<file path="config.mk">
export PLATFORM = sky130hd
export DESIGN_NAME = hazard_sequencer_flat
export DESIGN_NICKNAME = d
export VERILOG_FILES = /design/src/rtl/hazard_sequencer_pkg.sv /design/src/rtl/hazard_sequencer_if.sv /design/src/rtl/hazard_sequencer_load_use_detect.sv /design/src/rtl/hazard_sequencer.sv /design/src/flat_wrapper.sv
export SDC_FILE = /design/constraint.sdc
export NUM_CORES = 1
export LEC_CHECK = 0
export ABC_CLOCK_PERIOD_IN_PS = 2870
export CAP_MARGIN = 20
export CORE_ASPECT_RATIO = 0.8
export CORE_MARGIN = 2
export CORE_UTILIZATION = 63
export DETAILED_ROUTE_END_ITERATION = 10
export DONT_BUFFER_PORTS = 1
export MAX_ROUTING_LAYER = met4
export PLACE_DENSITY_LB_ADDON = 0.12
export SETUP_SLACK_MARGIN = 0.3
export SLEW_MARGIN = 20
export SYNTH_ARGS = -nofsm -noshare
export SYNTH_HDL_FRONTEND = slang
export SYNTH_SLANG_ARGS = --single-unit
</file>
<file path="constraint.sdc">
create_clock -name clk -period 2.87 [get_ports clk]
set_clock_uncertainty 0.1 [all_clocks]
set_input_delay 0.574 -clock clk [delete_from_list [all_inputs] [get_ports clk]]
set_output_delay 0.574 -clock clk [all_outputs]
set_load 0.005 [all_outputs]
</file>
<file path="src/rtl/hazard_sequencer_pkg.sv">
// Shared definitions for the 5-stage pipeline hazard sequencer.
//   - FSM state encodings (RUN / FLUSH / MEM_WAIT)
//   - register-index width and the hard-wired zero register
//   - packed pipeline-control bundle and its canned values
package pipe_ctrl_pkg;

    localparam int REG_W = 5;
    localparam logic [REG_W-1:0] REG_ZERO = 5'd0;

    // Flush down-counter width; FLUSH_CYCLES is limited to 1..7.
    localparam int FLUSH_W = 3;

    typedef enum logic [1:0] {
        ST_RUN      = 2'd0,
        ST_FLUSH    = 2'd1,
        ST_MEM_WAIT = 2'd2
    } state_e;

    typedef struct packed {
        logic pc_write;
        logic ifid_write;
        logic ifid_flush;
        logic idex_stall;
        logic idex_hold;
        logic exmem_hold;
        logic memwb_bubble;
    } ctrl_t;

    localparam ctrl_t CTRL_RUN    = ctrl_t'(7'b1100000); // everything advances
    localparam ctrl_t CTRL_FLUSH  = ctrl_t'(7'b1111000); // IF/ID loads a NOP, ID/EX bubble
    localparam ctrl_t CTRL_LDUSE  = ctrl_t'(7'b0001000); // front end holds, bubble into EX
    localparam ctrl_t CTRL_FREEZE = ctrl_t'(7'b0000111); // whole pipe frozen behind MEM
    localparam ctrl_t CTRL_RESET  = ctrl_t'(7'b0011001); // safe values while in reset

endpackage

</file>
<file path="src/rtl/hazard_sequencer_if.sv">
// Pipeline-control bus between the datapath and the hazard sequencer.
//   master : datapath side (drives hazard inputs, receives control)
//   slave  : sequencer side
// Inputs : id_rs/id_rt/id_uses_rt (ID sources), ex_memRead/ex_rt (load in EX),
//          ex_branch_taken, mem_req/mem_ready (data memory), perf_clr
// Outputs: pc_write, ifid_write, ifid_flush, idex_stall, idex_hold,
//          exmem_hold, memwb_bubble, mem_err, state, stall_cnt
interface hazard_sequencer_if #(
    parameter int PERF_W = 16
);
    import pipe_ctrl_pkg::*;

    logic [REG_W-1:0]  id_rs;
    logic [REG_W-1:0]  id_rt;
    logic              id_uses_rt;
    logic              ex_memRead;
    logic [REG_W-1:0]  ex_rt;
    logic              ex_branch_taken;
    logic              mem_req;
    logic              mem_ready;
    logic              perf_clr;

    logic              pc_write;
    logic              ifid_write;
    logic              ifid_flush;
    logic              idex_stall;
    logic              idex_hold;
    logic              exmem_hold;
    logic              memwb_bubble;
    logic              mem_err;
    logic [1:0]        state;
    logic [PERF_W-1:0] stall_cnt;

    modport master (
        output id_rs, id_rt, id_uses_rt, ex_memRead, ex_rt, ex_branch_taken,
               mem_req, mem_ready, perf_clr,
        input  pc_write, ifid_write, ifid_flush, idex_stall, idex_hold,
               exmem_hold, memwb_bubble, mem_err, state, stall_cnt
    );

    modport slave (
        input  id_rs, id_rt, id_uses_rt, ex_memRead, ex_rt, ex_branch_taken,
               mem_req, mem_ready, perf_clr,
        output pc_write, ifid_write, ifid_flush, idex_stall, idex_hold,
               exmem_hold, memwb_bubble, mem_err, state, stall_cnt
    );

endinterface

</file>
<file path="src/rtl/hazard_sequencer_load_use_detect.sv">
// Combinational load-use comparator: flags when the instruction in ID
// sources the register a load in EX is about to write.
//   id_rs_i, id_rt_i, id_uses_rt_i : source fields of the ID instruction
//   ex_mem_read_i, ex_rt_i         : load in EX and its destination
//   hit_o                          : load-use hazard present
module load_use_detect
    import pipe_ctrl_pkg::*;
(
    input  logic [REG_W-1:0] id_rs_i,
    input  logic [REG_W-1:0] id_rt_i,
    input  logic             id_uses_rt_i,
    input  logic             ex_mem_read_i,
    input  logic [REG_W-1:0] ex_rt_i,
    output logic             hit_o
);

    // $zero is never a real dependency.
    assign hit_o = ex_mem_read_i && (ex_rt_i != REG_ZERO) &&
                   ((id_rs_i == ex_rt_i) || (id_uses_rt_i && (id_rt_i == ex_rt_i)));

endmodule

</file>
<file path="src/rtl/hazard_sequencer.sv">
// Pipeline hazard sequencer for the 5-stage MIPS core. Every cycle it
// decides whether each pipeline register advances, holds, flushes or takes
// a bubble. Handles memory waits (with timeout), taken-branch flushes and
// load-use stalls, in that priority order. Outputs are Mealy.
//   clk, rst_n : clock, asynchronous active-low reset
//   bus        : hazard_sequencer_if.slave (hazard inputs, control outputs,
//                sticky mem_err, FSM state, stall-cycle counter)
module hazard_sequencer
    import pipe_ctrl_pkg::*;
#(
    parameter int FLUSH_CYCLES = 1,
    parameter int MEM_TIMEOUT  = 255,
    parameter int PERF_W       = 16
) (
    input logic               clk,
    input logic               rst_n,
    hazard_sequencer_if.slave bus
);

    localparam int WAIT_W = $clog2(MEM_TIMEOUT + 1);
    localparam logic [WAIT_W-1:0]  WAIT_MAX  = WAIT_W'(MEM_TIMEOUT);
    localparam logic [FLUSH_W-1:0] FLUSH_ALL = FLUSH_W'(FLUSH_CYCLES);

    state_e             state_q, state_d;
    logic [FLUSH_W-1:0] flush_cnt_q, flush_cnt_d;
    logic [WAIT_W-1:0]  wait_cnt_q, wait_cnt_d;
    logic               defer_q, defer_d;   // branch taken while entering MEM_WAIT
    logic               mem_err_q, mem_err_d;
    logic [PERF_W-1:0]  stall_cnt_q, stall_cnt_d;

    ctrl_t ctrl;
    logic  lu_hit;
    logic  mem_wait;

    assign mem_wait = bus.mem_req && !bus.mem_ready;

    load_use_detect u_lud (
        .id_rs_i       (bus.id_rs),
        .id_rt_i       (bus.id_rt),
        .id_uses_rt_i  (bus.id_uses_rt),
        .ex_mem_read_i (bus.ex_memRead),
        .ex_rt_i       (bus.ex_rt),
        .hit_o         (lu_hit)
    );

    // State register
    always_ff @(posedge clk or negedge rst_n) begin
        if (!rst_n) begin
            state_q     <= ST_RUN;
            flush_cnt_q <= '0;
            wait_cnt_q  <= '0;
            defer_q     <= 1'b0;
            mem_err_q   <= 1'b0;
            stall_cnt_q <= '0;
        end else begin
            state_q     <= state_d;
            flush_cnt_q <= flush_cnt_d;
            wait_cnt_q  <= wait_cnt_d;
            defer_q     <= defer_d;
            mem_err_q   <= mem_err_d;
            stall_cnt_q <= stall_cnt_d;
        end
    end

    // Next-state logic
    always_comb begin
        state_d     = state_q;
        flush_cnt_d = flush_cnt_q;
        wait_cnt_d  = wait_cnt_q;
        defer_d     = defer_q;
        mem_err_d   = mem_err_q;
        case (state_q)
            ST_RUN: begin
                if (mem_wait) begin
                    state_d    = ST_MEM_WAIT;
                    wait_cnt_d = WAIT_W'(1);
                    defer_d    = bus.ex_branch_taken;
                end else if (bus.ex_branch_taken && FLUSH_CYCLES > 1) begin
                    state_d     = ST_FLUSH;
                    flush_cnt_d = FLUSH_W'(FLUSH_CYCLES - 1);
                end
            end
            ST_FLUSH: begin
                if (mem_wait) begin
                    // Remaining flush cycles survive the wait.
                    state_d    = ST_MEM_WAIT;
                    wait_cnt_d = WAIT_W'(1);
                end else begin
                    flush_cnt_d = flush_cnt_q - FLUSH_W'(1);
                    if (flush_cnt_q <= FLUSH_W'(1)) begin
                        state_d = ST_RUN;
                    end
                end
            end
            ST_MEM_WAIT: begin
                if (bus.mem_ready) begin
                    wait_cnt_d = '0;
                    defer_d    = 1'b0;
                    if (defer_q) begin
                        // The whole branch flush still has to happen.
                        state_d     = ST_FLUSH;
                        flush_cnt_d = FLUSH_ALL;
                    end else if (flush_cnt_q != '0) begin
                        state_d = ST_FLUSH;
                    end else begin
                        state_d = ST_RUN;
                    end
                end else if (wait_cnt_q == WAIT_MAX) begin
                    // Abort: drop any pending flush work along with the access.
                    mem_err_d   = 1'b1;
                    state_d     = ST_RUN;
                    wait_cnt_d  = '0;
                    flush_cnt_d = '0;
                    defer_d     = 1'b0;
                end else begin
                    wait_cnt_d = wait_cnt_q + WAIT_W'(1);
                end
            end
            default: begin
                state_d     = ST_RUN;
                flush_cnt_d = '0;
                wait_cnt_d  = '0;
                defer_d     = 1'b0;
            end
        endcase
    end

    // Output logic
    always_comb begin
        ctrl = CTRL_RUN;
        case (state_q)
            ST_RUN: begin
                if (mem_wait)                 ctrl = CTRL_FREEZE;
                else if (bus.ex_branch_taken) ctrl = CTRL_FLUSH;   // load-use victim is flushed anyway
                else if (lu_hit)              ctrl = CTRL_LDUSE;
            end
            ST_FLUSH:    ctrl = mem_wait ? CTRL_FREEZE : CTRL_FLUSH;
            ST_MEM_WAIT: ctrl = bus.mem_ready ? CTRL_RUN : CTRL_FREEZE;
            default:     ctrl = CTRL_RUN;
        endcase
        if (!rst_n) begin
            ctrl = CTRL_RESET;
        end
    end

    // Stall-cycle counter: clear beats increment, saturates at all-ones.
    always_comb begin
        stall_cnt_d = stall_cnt_q;
        if (bus.perf_clr) begin
            stall_cnt_d = '0;
        end else if (!ctrl.pc_write && stall_cnt_q != '1) begin
            stall_cnt_d = stall_cnt_q + PERF_W'(1);
        end
    end

    assign bus.pc_write     = ctrl.pc_write;
    assign bus.ifid_write   = ctrl.ifid_write;
    assign bus.ifid_flush   = ctrl.ifid_flush;
    assign bus.idex_stall   = ctrl.idex_stall;
    assign bus.idex_hold    = ctrl.idex_hold;
    assign bus.exmem_hold   = ctrl.exmem_hold;
    assign bus.memwb_bubble = ctrl.memwb_bubble;
    assign bus.mem_err      = mem_err_q;
    assign bus.state        = state_q;
    assign bus.stall_cnt    = stall_cnt_q;

endmodule

</file>
<file path="src/flat_wrapper.sv">
// flat-port wrapper written by rule: the top's interface ports become plain ports
module hazard_sequencer_flat import pipe_ctrl_pkg::*;
#(
    parameter int FLUSH_CYCLES = 1,
    parameter int MEM_TIMEOUT  = 255,
    parameter int PERF_W       = 16
)
  (clk, rst_n, bus_id_rs, bus_id_rt, bus_id_uses_rt, bus_ex_memRead, bus_ex_rt, bus_ex_branch_taken, bus_mem_req, bus_mem_ready, bus_perf_clr, bus_pc_write, bus_ifid_write, bus_ifid_flush, bus_idex_stall, bus_idex_hold, bus_exmem_hold, bus_memwb_bubble, bus_mem_err, bus_state, bus_stall_cnt);
  hazard_sequencer_if #(.PERF_W(PERF_W)) bus_i ();
  input logic clk;
  input logic rst_n;
  input wire logic [$bits(bus_i.id_rs)-1:0] bus_id_rs;
  input wire logic [$bits(bus_i.id_rt)-1:0] bus_id_rt;
  input wire logic [$bits(bus_i.id_uses_rt)-1:0] bus_id_uses_rt;
  input wire logic [$bits(bus_i.ex_memRead)-1:0] bus_ex_memRead;
  input wire logic [$bits(bus_i.ex_rt)-1:0] bus_ex_rt;
  input wire logic [$bits(bus_i.ex_branch_taken)-1:0] bus_ex_branch_taken;
  input wire logic [$bits(bus_i.mem_req)-1:0] bus_mem_req;
  input wire logic [$bits(bus_i.mem_ready)-1:0] bus_mem_ready;
  input wire logic [$bits(bus_i.perf_clr)-1:0] bus_perf_clr;
  output wire logic [$bits(bus_i.pc_write)-1:0] bus_pc_write;
  output wire logic [$bits(bus_i.ifid_write)-1:0] bus_ifid_write;
  output wire logic [$bits(bus_i.ifid_flush)-1:0] bus_ifid_flush;
  output wire logic [$bits(bus_i.idex_stall)-1:0] bus_idex_stall;
  output wire logic [$bits(bus_i.idex_hold)-1:0] bus_idex_hold;
  output wire logic [$bits(bus_i.exmem_hold)-1:0] bus_exmem_hold;
  output wire logic [$bits(bus_i.memwb_bubble)-1:0] bus_memwb_bubble;
  output wire logic [$bits(bus_i.mem_err)-1:0] bus_mem_err;
  output wire logic [$bits(bus_i.state)-1:0] bus_state;
  output wire logic [$bits(bus_i.stall_cnt)-1:0] bus_stall_cnt;
  assign bus_i.id_rs = bus_id_rs;
  assign bus_i.id_rt = bus_id_rt;
  assign bus_i.id_uses_rt = bus_id_uses_rt;
  assign bus_i.ex_memRead = bus_ex_memRead;
  assign bus_i.ex_rt = bus_ex_rt;
  assign bus_i.ex_branch_taken = bus_ex_branch_taken;
  assign bus_i.mem_req = bus_mem_req;
  assign bus_i.mem_ready = bus_mem_ready;
  assign bus_i.perf_clr = bus_perf_clr;
  assign bus_pc_write = bus_i.pc_write;
  assign bus_ifid_write = bus_i.ifid_write;
  assign bus_ifid_flush = bus_i.ifid_flush;
  assign bus_idex_stall = bus_i.idex_stall;
  assign bus_idex_hold = bus_i.idex_hold;
  assign bus_exmem_hold = bus_i.exmem_hold;
  assign bus_memwb_bubble = bus_i.memwb_bubble;
  assign bus_mem_err = bus_i.mem_err;
  assign bus_state = bus_i.state;
  assign bus_stall_cnt = bus_i.stall_cnt;
  hazard_sequencer #(.FLUSH_CYCLES(FLUSH_CYCLES), .MEM_TIMEOUT(MEM_TIMEOUT), .PERF_W(PERF_W)) u_core (.clk(clk), .rst_n(rst_n), .bus(bus_i));
endmodule
</file>
==> summary.txt, run 1 <==
STA
  • Crit share post-route: 0.873
  • Final hold vios: 0
  • Worst slew pin tran: 0.430 ns
  • Max-slew headroom: 0.712
  • Unrepaired setup endpoints after global routing: yes
  • Fmax: 399 MHz
  • # setup viols final: 0
  • Final worst path period need: 2.51 ns
  • Pins Over Slew Limit: 0
  • Setup_tns: 0 ns

Synthesis
  • Synth Instances: 232
  • EDFF count, synth: 0
  • Synth Warn #: 0
  • Yosys cell types: 48
  • Register area share after synthesis: 0.358
  • FF+latch count, synth: 31
  • Area contributors post-synth: dfrtp_1 36%, ha_1 5.8%, xnor2_1 5.3%
  • Leading area contributor after synthesis: dfrtp_1
  • Synth top area share: 0.358
  • Synth Cell Area: 2170 um2
  • Predominant post-synthesis flop cell: dfrtp_1
  • Fraction of registers with async set/reset: 1.00
  • Mean post-synth cell area: 9.34 um2
  • Synth Net Count: 265

Global route
  • Total grt overflow: 0
  • GRT busiest layer: met2
  • Vias in the first global route: 1675
  • Met1 Usage GRT: 0.338
  • First-pass GRT wire length: 7.78 mm
  • Initial antenna violation count: 0
  • Met2 capacity usage during global routing: 0.404
  • Largest net degree at the start of global routing: 32
  • M3 GR Usage: 0.0646
  • GRT Total Usage: 0.255

Power
  • Static leakage: 0.000977 uW
  • PwrDens: 706 nW/um2
  • Peak supply drop: 409 uV
  • Tot Pwr: 1670 uW

Critical path
  • Element type at the critical path start: flop
  • Critical path fanouts, max: 14
  • CP Capture Type: output port
  • Kind of critical path: flop to output port
  • Arr. time, crit path: 1.83 ns
  • Req. time, crit path: 2.20 ns
  • R2R Setup Slk: 0.44 ns

Clock network
  • Root buf cell: clkbuf_8
  • Clk_lat worst skew: 0.27 ns
  • H-tree depth: 2
  • CTS tree: done
  • Num CTS Buffers: 5
  • Reg clk slew, reported paths: 0.07 ns
  • Clock Tree Buf Depth: 2
  • Sink Count: 31

Hold path
  • Hold crit path type: input port to async pin

Die
  • Core Region: 3350 um2
  • Die area: 3930 um2
  • IO Pins: 49
  • Die height: 56.5 um
  • Die width: 69.6 um
  • Row count: 19
  • Initial Util: 0.647

Cells and area
  • Most frequent cells in the layout: 29 x dfrtp_1, 20 x nor2_1, 19 x nand2_1
  • Storage cell area: 778 um2
  • Multi-input combinational cell area: 1340 um2
  • Ant diodes: 0
  • Fillers: 254
  • Share of cells above drive strength 1: 0.203
  • Fin nets: 269
  • Commonest non-fill, non-tap cell in the layout: dfrtp_1
  • Layout area overhead: 9.47%

Drt
  • Pre-antenna DRT Iters: 4
  • WL per Instance: 17.3 um
  • Antenna-violating nets left: 0
  • Drt initial violations: 109
  • Vias per cell: 6.37
  • Routed wire length: 4.82 mm
  • DRC Markers: 0
  • Vias: 1776

Placed design
  • DP Wirelength: 3.45 mm
  • Placer Congestion: 0.879
  • PortBufs: 0

Run
  • Max-Cap Viols: 0

Run status
  • Outcome: finished, final reports clean
[worst max-delay path, cell delays in order (launching register included)]
cell and delay, ns:
dfrtp_2 0.46, inv_2 0.11, ha_2 0.23, nand2_1 0.12, a21oi_1 0.16, o21ai_1 0.09
a21oi_2 0.19, buf_12 0.18
[metal layers]
layer	part of all wire	routed length, um
met2	0.49	2370
met4	0.0069	33
met1	0.44	2100
met3	0.063	304
met5	0	0
[cell families (layout without fill, tap and decap cells)]
kind of cell               after synthesis  count (layout)  synth area share
AOI/OAI and AO/OA                       50              50             0.154
xor gates and xnor gates                15              15            0.0606
adders and majority gates               10              10            0.0577
buffers and inverters                   18              23            0.0450
DFF                                     31              31             0.358
muxes                                    8               8            0.0537
and+or+nand+nor                        100             100             0.271
[worst paths after layout]
kind,from,endpoint,cells after the start
worst min register to register,u_core.bus.mem_err,u_core.bus.mem_err,1
worst max register to register,u_core.bus.state[0],u_core.bus.stall_cnt[7],10
min in group clk,bus_perf_clr,u_core.bus.stall_cnt[6],1
max in group asynchronous,rst_n,u_core.bus.state[1],1
worst max-delay path,u_core.bus.state[0],bus_pc_write,7
worst min-delay path,rst_n,u_core.wait_cnt_q[6],1
[sequential cells by signal, indices dropped and copies added (netlist names)]
name                  flops
u_core.bus.stall_cnt     16
u_core.wait_cnt_q         8
u_core.flush_cnt_q        3
u_core.bus.state          2
u_core.bus.mem_err        1
u_core.defer_q            1
[timing repair]
item                                   CTS  global route
hold buffers                             1             0
setup endpoints to repair                7             6
cloned                                   0             1
resized for setup                       11             4
endpoints found under the hold margin   31             0
buffers inserted                         0             1
[where the power goes]
group | internal (uW) | total, uW | switching [uW]
Clock | 170 | 320 | 150
Combinational | 331 | 769 | 438
Sequential | 501 | 586 | 84.5
Total | 1000 | 1670 | 672
[layout make-up]
cell class / instances / area share
multi-input combinational: 183 / 0.563
inverter: 8 / 0.0127
sequential: 31 / 0.328
timing repair buffer: 7 / 0.0401
clock inverter: 1 / 0.00211
clock buffer: 7 / 0.0322
tap: 42 / 0.0222
[cell usage after synthesis, types with 3 or more instances]
library cell / number
nor4_2: 4
inv_1: 8
nand3_1: 12
nor2_1: 21
xnor2_1: 13
and3_1: 7
or4_1: 8
nand2_1: 19
nand2b_1: 6
nor4b_2: 3
o21ai_0: 5
clkbuf_1: 3
mux2_4: 7
a21oi_2: 4
buf_2: 3
nor2b_1: 9
o31ai_1: 7
a21oi_1: 15
ha_1: 10
dfrtp_1: 31
o21ai_1: 3
[stage by stage]
step | area, um2 | utilization | setup WS, ns | cells | hold slack [ns]
final | 2370 | 0.708 | 0.363 | 279 | 0.0213
after CTS | 2330 | 0.696 | 0.318 | 277 | 0.0229
after global placement | 2190 | 0.654 | 0.350 | 268 | 0.179
after global routing | 2370 | 0.708 | 0.272 | 279 | 0.0266
after detailed placement | 2190 | 0.654 | 0.309 | 268 | 0.179
after floorplan | 2170 | - | 0.241 | 232 | 0.178
No activity file was read; power rests on OpenSTA's default activity.
==> run 2: changes to the inputs <==
--- a/config.mk
+++ b/config.mk
@@ -6,8 +6,6 @@
 export NUM_CORES = 1
 export LEC_CHECK = 0
 export ABC_CLOCK_PERIOD_IN_PS = 2870
-export CAP_MARGIN = 20
-export CORE_ASPECT_RATIO = 0.8
 export CORE_MARGIN = 2
 export CORE_UTILIZATION = 63
 export DETAILED_ROUTE_END_ITERATION = 10
==> summary.txt, run 2 (same netlist as run 1, synthesis figures left out) <==
Run status
  • Outcome: finished, final reports clean

Clock network
  • H-tree depth: 2
  • CTS tree: done
  • Clock Tree Buf Depth: 2
  • Reg clk slew, reported paths: 0.11 ns
  • Sink Count: 31
  • Root buf cell: clkbuf_4
  • Num CTS Buffers: 5
  • Clk_lat worst skew: 0.35 ns

Drt
  • Vias: 1822
  • Drt initial violations: 107
  • Routed wire length: 5.19 mm
  • WL per Instance: 17.8 um
  • Vias per cell: 6.24
  • Antenna-violating nets left: 0
  • DRC Markers: 0
  • Pre-antenna DRT Iters: 4

STA
  • # setup viols final: 0
  • Crit share post-route: 0.875
  • Unrepaired setup endpoints after global routing: yes
  • Worst slew pin tran: 0.399 ns
  • Max-slew headroom: 0.733
  • Setup_tns: 0 ns
  • Final setup margin: 0.360 ns
  • Final worst path period need: 2.51 ns
  • Pins Over Slew Limit: 0
  • Hold Slack: 0.172 ns
  • Fmax: 398 MHz
  • Final hold vios: 0

Die
  • IO Pins: 49
  • Die width: 62.7 um
  • Initial Util: 0.655
  • Die area: 3930 um2
  • Core Region: 3310 um2
  • Die height: 62.7 um
  • Row count: 21

Cells and area
  • Commonest non-fill, non-tap cell in the layout: dfrtp_1
  • Fin nets: 278
  • Finished layout cell area: 2530 um2
  • Ant diodes: 0
  • Most frequent cells in the layout: 29 x dfrtp_1, 20 x nor2_1, 18 x nand2_1
  • Layout area overhead: 16.8%
  • Final core utilization: 0.765
  • Largest register FFs: 16
  • Share of cells above drive strength 1: 0.297

Placed design
  • Area post-placement: 2200 um2
  • Placer Congestion: 0.868
  • DP Wirelength: 3.30 mm
  • PortBufs: 0
  • Post-Place Setup Slack: 0.344 ns

Critical path
  • Kind of critical path: flop to output port
  • Crit-path leading delay family: flip-flops
  • Arr. time, crit path: 1.84 ns
  • Reg2reg end: u_core.bus.stall_cnt[6]
  • CP Buf/Inv Count: 2
  • R2R Setup Slk: 0.45 ns
  • Most frequent CP cell: a21oi_2
  • Crit path launch: u_core.bus.state[0]
  • Req. time, crit path: 2.20 ns
  • CP Capture Type: output port
  • CP max-delay cell: dfrtp_2
  • Worst-path cell chain: inv_4 -> ha_4 -> nand2_2 -> a21oi_2 -> o21ai_1 -> a21oi_2 -> buf_12
  • Reg2Reg Depth: 10
  • Crit path largest cell delay: 0.49 ns
  • CP endpoint: bus_pc_write
  • RR Startpoint: u_core.bus.state[1]
  • Critical path fanouts, max: 7
  • Element type at the critical path start: flop
  • Levels on crit path: 7

Global route
  • GRT Total Usage: 0.289
  • Total grt overflow: 0
  • Vias in the first global route: 1842
  • First-pass GRT wire length: 8.58 mm
  • Largest net degree at the start of global routing: 32
  • Initial antenna violation count: 0

Power
  • PwrDens: 712 nW/um2
  • Static leakage: 0.00103 uW
  • Peak supply drop: 400 uV

Run
  • Max-Cap Viols: 0

Hold path
  • Hold crit path type: input port to flop
-- run 2: changes by cell type in the layout (fill, tap and decap cells not counted), sizes merged --
cell,previous run,this run
clkbuf,8,5
buf,6,15
dlygate4sd3,0,1
clkinvlp,0,2
-- run 2: metal layers --
layer / vias up / global-route usage / part of all wire
met5: - / - / 0
met4: 0 / 0.0917 / 0.020
met3: 11 / 0.0739 / 0.041
met2: 50 / 0.513 / 0.53
met1: 903 / 0.316 / 0.41
li1: 858 / - / -
-- run 2: final cells by class --
class / count / area, um2
flip-flops and latches: 31 / 778
well taps: 46 / 57.6
clock buffers: 5 / 37.5
repair buffers: 16 / 188
fillers: 245 / 779
clock inverters: 3 / 20.0
inverters: 8 / 35.0
multi-input cells: 183 / 1420
-- run 2: per-stage QoR --
step                instances  total power (uW)
floorplan                 232              1110
global placement          272              1170
detailed placement        272              1200
CTS                       286              1680
global route              292              1940
finish                    292              1800
-- run 2: power by group --
part           switching [uW]  internal, uW  total [uW]
clock                     171          93.4         264
combinational             497           446         943
sequential               93.8           500         594
-- run 2: worst min path at each step --
stage,startpoint,to,cells past startpoint
2_1_floorplan,rst_n,u_core.bus.mem_err,0
3_3_place_gp,rst_n,u_core.wait_cnt_q[7],0
3_5_place_dp,rst_n,u_core.wait_cnt_q[7],0
4_1_cts,bus_perf_clr,u_core.bus.stall_cnt[1],1
5_1_grt,bus_perf_clr,u_core.bus.stall_cnt[6],1
6_report,bus_perf_clr,u_core.bus.stall_cnt[7],1
-- run 2: timing repair --
item                                    4_1_cts  5_1_grt
buffers inserted                              2        6
endpoints found under the hold margin        31        0
hold buffers                                  2        0
cloned                                        2        0
endpoints found under the setup margin        6       17
resized for setup                            15       22
pin swaps                                     0       18
==> run 3: changes to the inputs <==
--- a/config.mk
+++ b/config.mk
@@ -11,7 +11,7 @@
 export DETAILED_ROUTE_END_ITERATION = 10
 export DONT_BUFFER_PORTS = 1
 export MAX_ROUTING_LAYER = met4
-export PLACE_DENSITY_LB_ADDON = 0.12
+export PLACE_DENSITY = 0.82
 export SETUP_SLACK_MARGIN = 0.3
 export SLEW_MARGIN = 20
 export SYNTH_ARGS = -nofsm -noshare
==> summary.txt, run 3 (same netlist as run 1, synthesis figures left out) <==
Placed design
  • Placed Cells: 272
  • Area post-placement: 2210 um2
  • PortBufs: 0
  • Placer Congestion: 0.898
  • DP Wirelength: 3.09 mm
  • Post-Place Setup Slack: 0.388 ns

Critical path
  • CP Capture Type: output port
  • Critical path fanouts, max: 7
  • Kind of critical path: flop to output port
  • Req. time, crit path: 2.20 ns
  • Element type at the critical path start: flop
  • Reg2Reg Depth: 7
  • RR Startpoint: u_core.bus.state[0]
  • Reg2reg end: u_core.bus.stall_cnt[4]
  • R2R Setup Slk: 0.39 ns
  • Arr. time, crit path: 1.86 ns

Cells and area
  • Fin nets: 283
  • Ant diodes: 0
  • Final Non-Filler Cells: 296
  • Finished layout cell area: 2600 um2
  • Commonest non-fill, non-tap cell in the layout: dfrtp_1
  • Largest register FFs: 16
  • Layout area overhead: 20.0%
  • Share of cells above drive strength 1: 0.312
  • Fillers: 215
  • Most frequent cells in the layout: 29 x dfrtp_1, 20 x nor2_1, 18 x nand2_1

Power
  • Static leakage: 0.00107 uW
  • Tot Pwr: 1890 uW
  • PwrDens: 727 nW/um2
  • Peak supply drop: 542 uV

Drt
  • DRC Markers: 0
  • Vias: 1881
  • Drt initial violations: 142
  • Vias per cell: 6.35
  • Antenna-violating nets left: 0
  • WL per Instance: 17.9 um
  • Met3 WL: 408 um
  • Routed wire length: 5.30 mm
  • Met2 wire length: 2.68 mm
  • DR top layer: met4
  • Met1 wire length: 2.15 mm
  • Pre-antenna DRT Iters: 4

Global route
  • GRT Total Usage: 0.278
  • First-pass GRT wire length: 8.37 mm
  • Initial antenna violation count: 0
  • Vias in the first global route: 1774
  • Total grt overflow: 0
  • Largest net degree at the start of global routing: 32

Die
  • Die area: 3930 um2
  • IO Pins: 49
  • Die height: 62.7 um
  • Initial Util: 0.655
  • Core Region: 3310 um2
  • Die width: 62.7 um
  • Row count: 21

Clock network
  • Clock Tree Buf Depth: 2
  • Clk_lat worst skew: 0.34 ns
  • Root buf cell: clkbuf_4
  • Sink Count: 31
  • Reg clk slew, reported paths: 0.11 ns
  • H-tree depth: 2
  • Num CTS Buffers: 5
  • CTS tree: done

STA
  • # setup viols final: 0
  • Max-slew headroom: 0.699
  • Unrepaired setup endpoints after global routing: yes
  • Final setup margin: 0.334 ns
  • Final worst path period need: 2.54 ns
  • Final hold vios: 0
  • Setup_tns: 0 ns
  • Pins Over Slew Limit: 0
  • Fmax: 394 MHz
  • Crit share post-route: 0.884
  • Worst slew pin tran: 0.451 ns

Hold path
  • Hold crit path type: input port to flop
  • Hold worst-path end: u_core.bus.stall_cnt[14]
  • Worst Hold Depth: 1
  • Hold Crit Start: bus_perf_clr

Run
  • Max-Cap Viols: 0

Run status
  • Outcome: finished, final reports clean
[run 3: through the flow]
stage | util | hold slack, ns
2_1_floorplan | - | 0.178
3_3_place_gp | 0.667 | 0.179
3_5_place_dp | 0.667 | 0.179
4_1_cts | 0.725 | 0.169
5_1_grt | 0.786 | 0.167
6_report | 0.786 | 0.174
[run 3: worst max-delay path by stage]
stage / slack [ns] / end / depth (start not counted) / from
2_1_floorplan: 0.24 / bus_pc_write / 7 / bus_ex_rt[0]
3_3_place_gp: 0.44 / bus_ifid_write / 5 / bus_ex_rt[0]
3_5_place_dp: 0.39 / u_core.bus.stall_cnt[11] / 9 / u_core.bus.state[1]
4_1_cts: 0.28 / bus_exmem_hold / 6 / u_core.bus.state[1]
5_1_grt: 0.23 / bus_ifid_write / 7 / u_core.bus.state[0]
6_report: 0.33 / bus_exmem_hold / 6 / u_core.bus.state[1]
[run 3: per-layer routing]
layer	track usage	up-vias
met5	-	-
met4	0.0833	0
met3	0.0901	9
met2	0.450	92
met1	0.332	909
li1	-	871
[run 3: critical path, stage by stage, from the launching register on]
cell and delay (ns):
dfrtp_2 0.50, inv_4 0.10, ha_4 0.18, or2_4 0.16, a21oi_2 0.06, or3_4 0.39, nor2_4 0.14
[run 3: timing repair]
action / 4_1_cts / 5_1_grt
gates cloned: 2 / 1
endpoints found under the hold margin: 31 / 0
hold buffers: 2 / 0
gates resized for setup: 9 / 26
buffers inserted: 2 / 10
pin swaps: 0 / 19
endpoints found under the setup margin: 6 / 16
[run 3: power breakdown]
group | switching (uW) | internal, uW | total, uW
clock | 159 | 113 | 273
sequential | 92.9 | 500 | 593
combinational | 522 | 504 | 1030
total | 774 | 1120 | 1890
[run 3: final cells by class]
| class | count | area [um2] | share of cell area |
|---|---|---|---|
| clock buffer | 6 | 51.3 | 0.0197 |
| clock inverter | 1 | 5.00 | 0.00192 |
| multi-input combinational | 183 | 1430 | 0.550 |
| tap | 46 | 57.6 | 0.0221 |
| timing repair buffer | 21 | 243 | 0.0933 |
| sequential | 31 | 778 | 0.299 |
| inverter | 8 | 35.0 | 0.0135 |
==> RTL change, RTL diff (flow settings as in run 3) <==
The package constant `FLUSH_W` goes from 3 to 6.
--- a/src/rtl/hazard_sequencer_pkg.sv
+++ b/src/rtl/hazard_sequencer_pkg.sv
@@ -10,3 +10,3 @@
     // Flush down-counter width; FLUSH_CYCLES is limited to 1..7.
-    localparam int FLUSH_W = 3;
+    localparam int FLUSH_W = 6;
 
Check against the original RTL: no difference found for any inputs over 10 cycles, from zero or initial values and one cycle with rst_n low; that may be too few to reach the edited logic, so the function may still have changed.
==> RTL change against run 3 <==
  * Critical path type unchanged
  * Final area is 9.0% lower
  * Count of clock-buffer cells in the layout is 1 higher
  * Wire length is 9.1% lower
  * Area after synthesis is 0.58% higher
  * Sequential cell count is 3 higher
  * Sequential share of layout area is 6.1 points higher
  * Power is 9.4% lower
  * Setup slack better by 0.031 ns
  * Core utilization is 7.6 points lower
==> RTL change: results (changes against run 3) <==
first-pass GRT wire length: 7755 um (-7.3%)
Cell variety after synth: 49 (+2.1%)
routed wire length: 4817 um (-9.1%)
Critical Path AT: 1.83 ns (-0.03 ns)
layout cells sized above 1: 14.96% (-16 points)
WL met2: 2374 um (-11%)
P_leak: 0.9869 nW (-7.9%)
largest net degree at the start of global routing: 35 (+9.4%)
Placer Congestion: 0.8464 (-5.7%)
met3 wire length: 344 um (-16%)
Seq/Total Area, Yosys: 39.04% (+3.2 points)
vias in the first global route: 1,760 (-0.79%)
initial DRC count: 109 (-23%)
top post-synthesis cells by area: dfrtp_1 (39%), a21oi_1 (5.5%), xor2_1 (5.2%)
clk_lat worst skew: 0.36 ns (+0.02 ns)
commonest cells in the netlist: dfrtp_1 (34), nor2_1 (26), a21oi_1 (24)
R2R Path Start: u_core.bus.state[1]
Via density: 6.293 (-0.97%)
status: finished clean
P_sw: 0.7256 mW (-6.3%)
syn_nets: 280 (+5.7%)
Place WS: 0.2760 ns (-0.1125 ns)
Tmin final: 2.504 ns (-0.03129 ns)
Post-DP HPWL: 3144 um (+1.6%)
GRT Total Usage: 25.38% (-2.4 points)
cells on worst reg2reg path: 9 (+2)
fin nets: 285 (+0.71%)
hold worst-path end: u_core.bus.stall_cnt[8]
worst slew pin tran: 0.5406 ns (+0.08947 ns)
DRT met1 WL: 2014 um (-6.1%)
RTL change: cell types whose count changed in the layout (fill, tap and decap cells not counted), sizes merged, moves of 5 or more:
cell | before | now
o21ai | 10 | 20
xor2 | 2 | 13
buf | 19 | 4
xnor2 | 13 | 3
nor2b | 9 | 2
a21oi | 19 | 24
nor2 | 21 | 26
mux2 | 8 | 1
or3 | 2 | 12
RTL change: critical path: cells and delay by family, from the launching register on:
kind / cells / cell delay (ns)
flops: 1 / 0.50
fa+ha+maj: 1 / 0.18
simple gates: 3 / 0.60
buf+inv: 1 / 0.13
compound gates: 1 / 0.06
RTL change: repair_timing:
item	4_1_cts	5_1_grt
endpoints found under the setup margin	11	20
setup buffers	0	2
pin swaps	0	1
cloned	0	2
hold endpoints to repair	34	0
resized for setup	8	10
hold buffers	2	0
RTL change: layout make-up:
cell class	instances	area, sq um
clock buffers	7	55.05
repair buffers	5	52.55
multi-input cells	196	1300
clock inverters	1	5.005
flip-flops and latches	34	853.3
well taps	46	57.56
inverters	11	43.79
fillers	261	969.7
RTL change: kinds of logic after synthesis:
group	count (synthesis)	synth area share, %
simple gates	95	22.96
compound gates	72	20.61
flops	34	39.04
buf+inv	20	4.822
xor+xnor	16	6.430
fa+ha+maj	9	5.167
mux	2	0.9759
RTL change: worst max path at each step:
| stage | startpoint | end | slack, ns | cells after the start |
|---|---|---|---|---|
| final | u_core.bus.state[0] | bus_exmem_hold | 0.37 | 6 |
| after global routing | u_core.bus.state[1] | u_core.bus.stall_cnt[5] | 0.28 | 9 |
| after CTS | u_core.bus.state[0] | u_core.bus.stall_cnt[11] | 0.31 | 8 |
| after detailed placement | u_core.bus.state[1] | u_core.bus.stall_cnt[11] | 0.28 | 8 |
| after global placement | bus_ex_rt[0] | bus_idex_stall | 0.31 | 5 |
| after floorplan | u_core.bus.state[1] | bus_idex_hold | 0.45 | 8 |
RTL change: metal layers:
layer | GRT usage (%) | up-vias
met5 | - | -
met4 | 8.889 | 0
met3 | 7.207 | 10
met2 | 40.86 | 67
met1 | 30.67 | 894
li1 | - | 917
RTL change: power by group through the flow:
| stage | Sequential, mW | Clock (mW) | Combinational, mW |
|---|---|---|---|
| floorplan | 0.616 | 0 | 0.589 |
| global placement | 0.634 | 0 | 0.647 |
| detailed placement | 0.637 | 0 | 0.658 |
| CTS | 0.634 | 0.298 | 0.709 |
| global route | 0.654 | 0.312 | 0.876 |
| finish | 0.640 | 0.293 | 0.781 |
RTL change: through the flow:
stage	hold WS, ns	util, %	cells
after floorplan	0.1784	-	248
after global placement	0.1793	65.35	286
after detailed placement	0.1794	65.35	286
after CTS	0.1551	68.95	296
after global routing	0.1577	70.94	300
final	0.1641	70.94	300
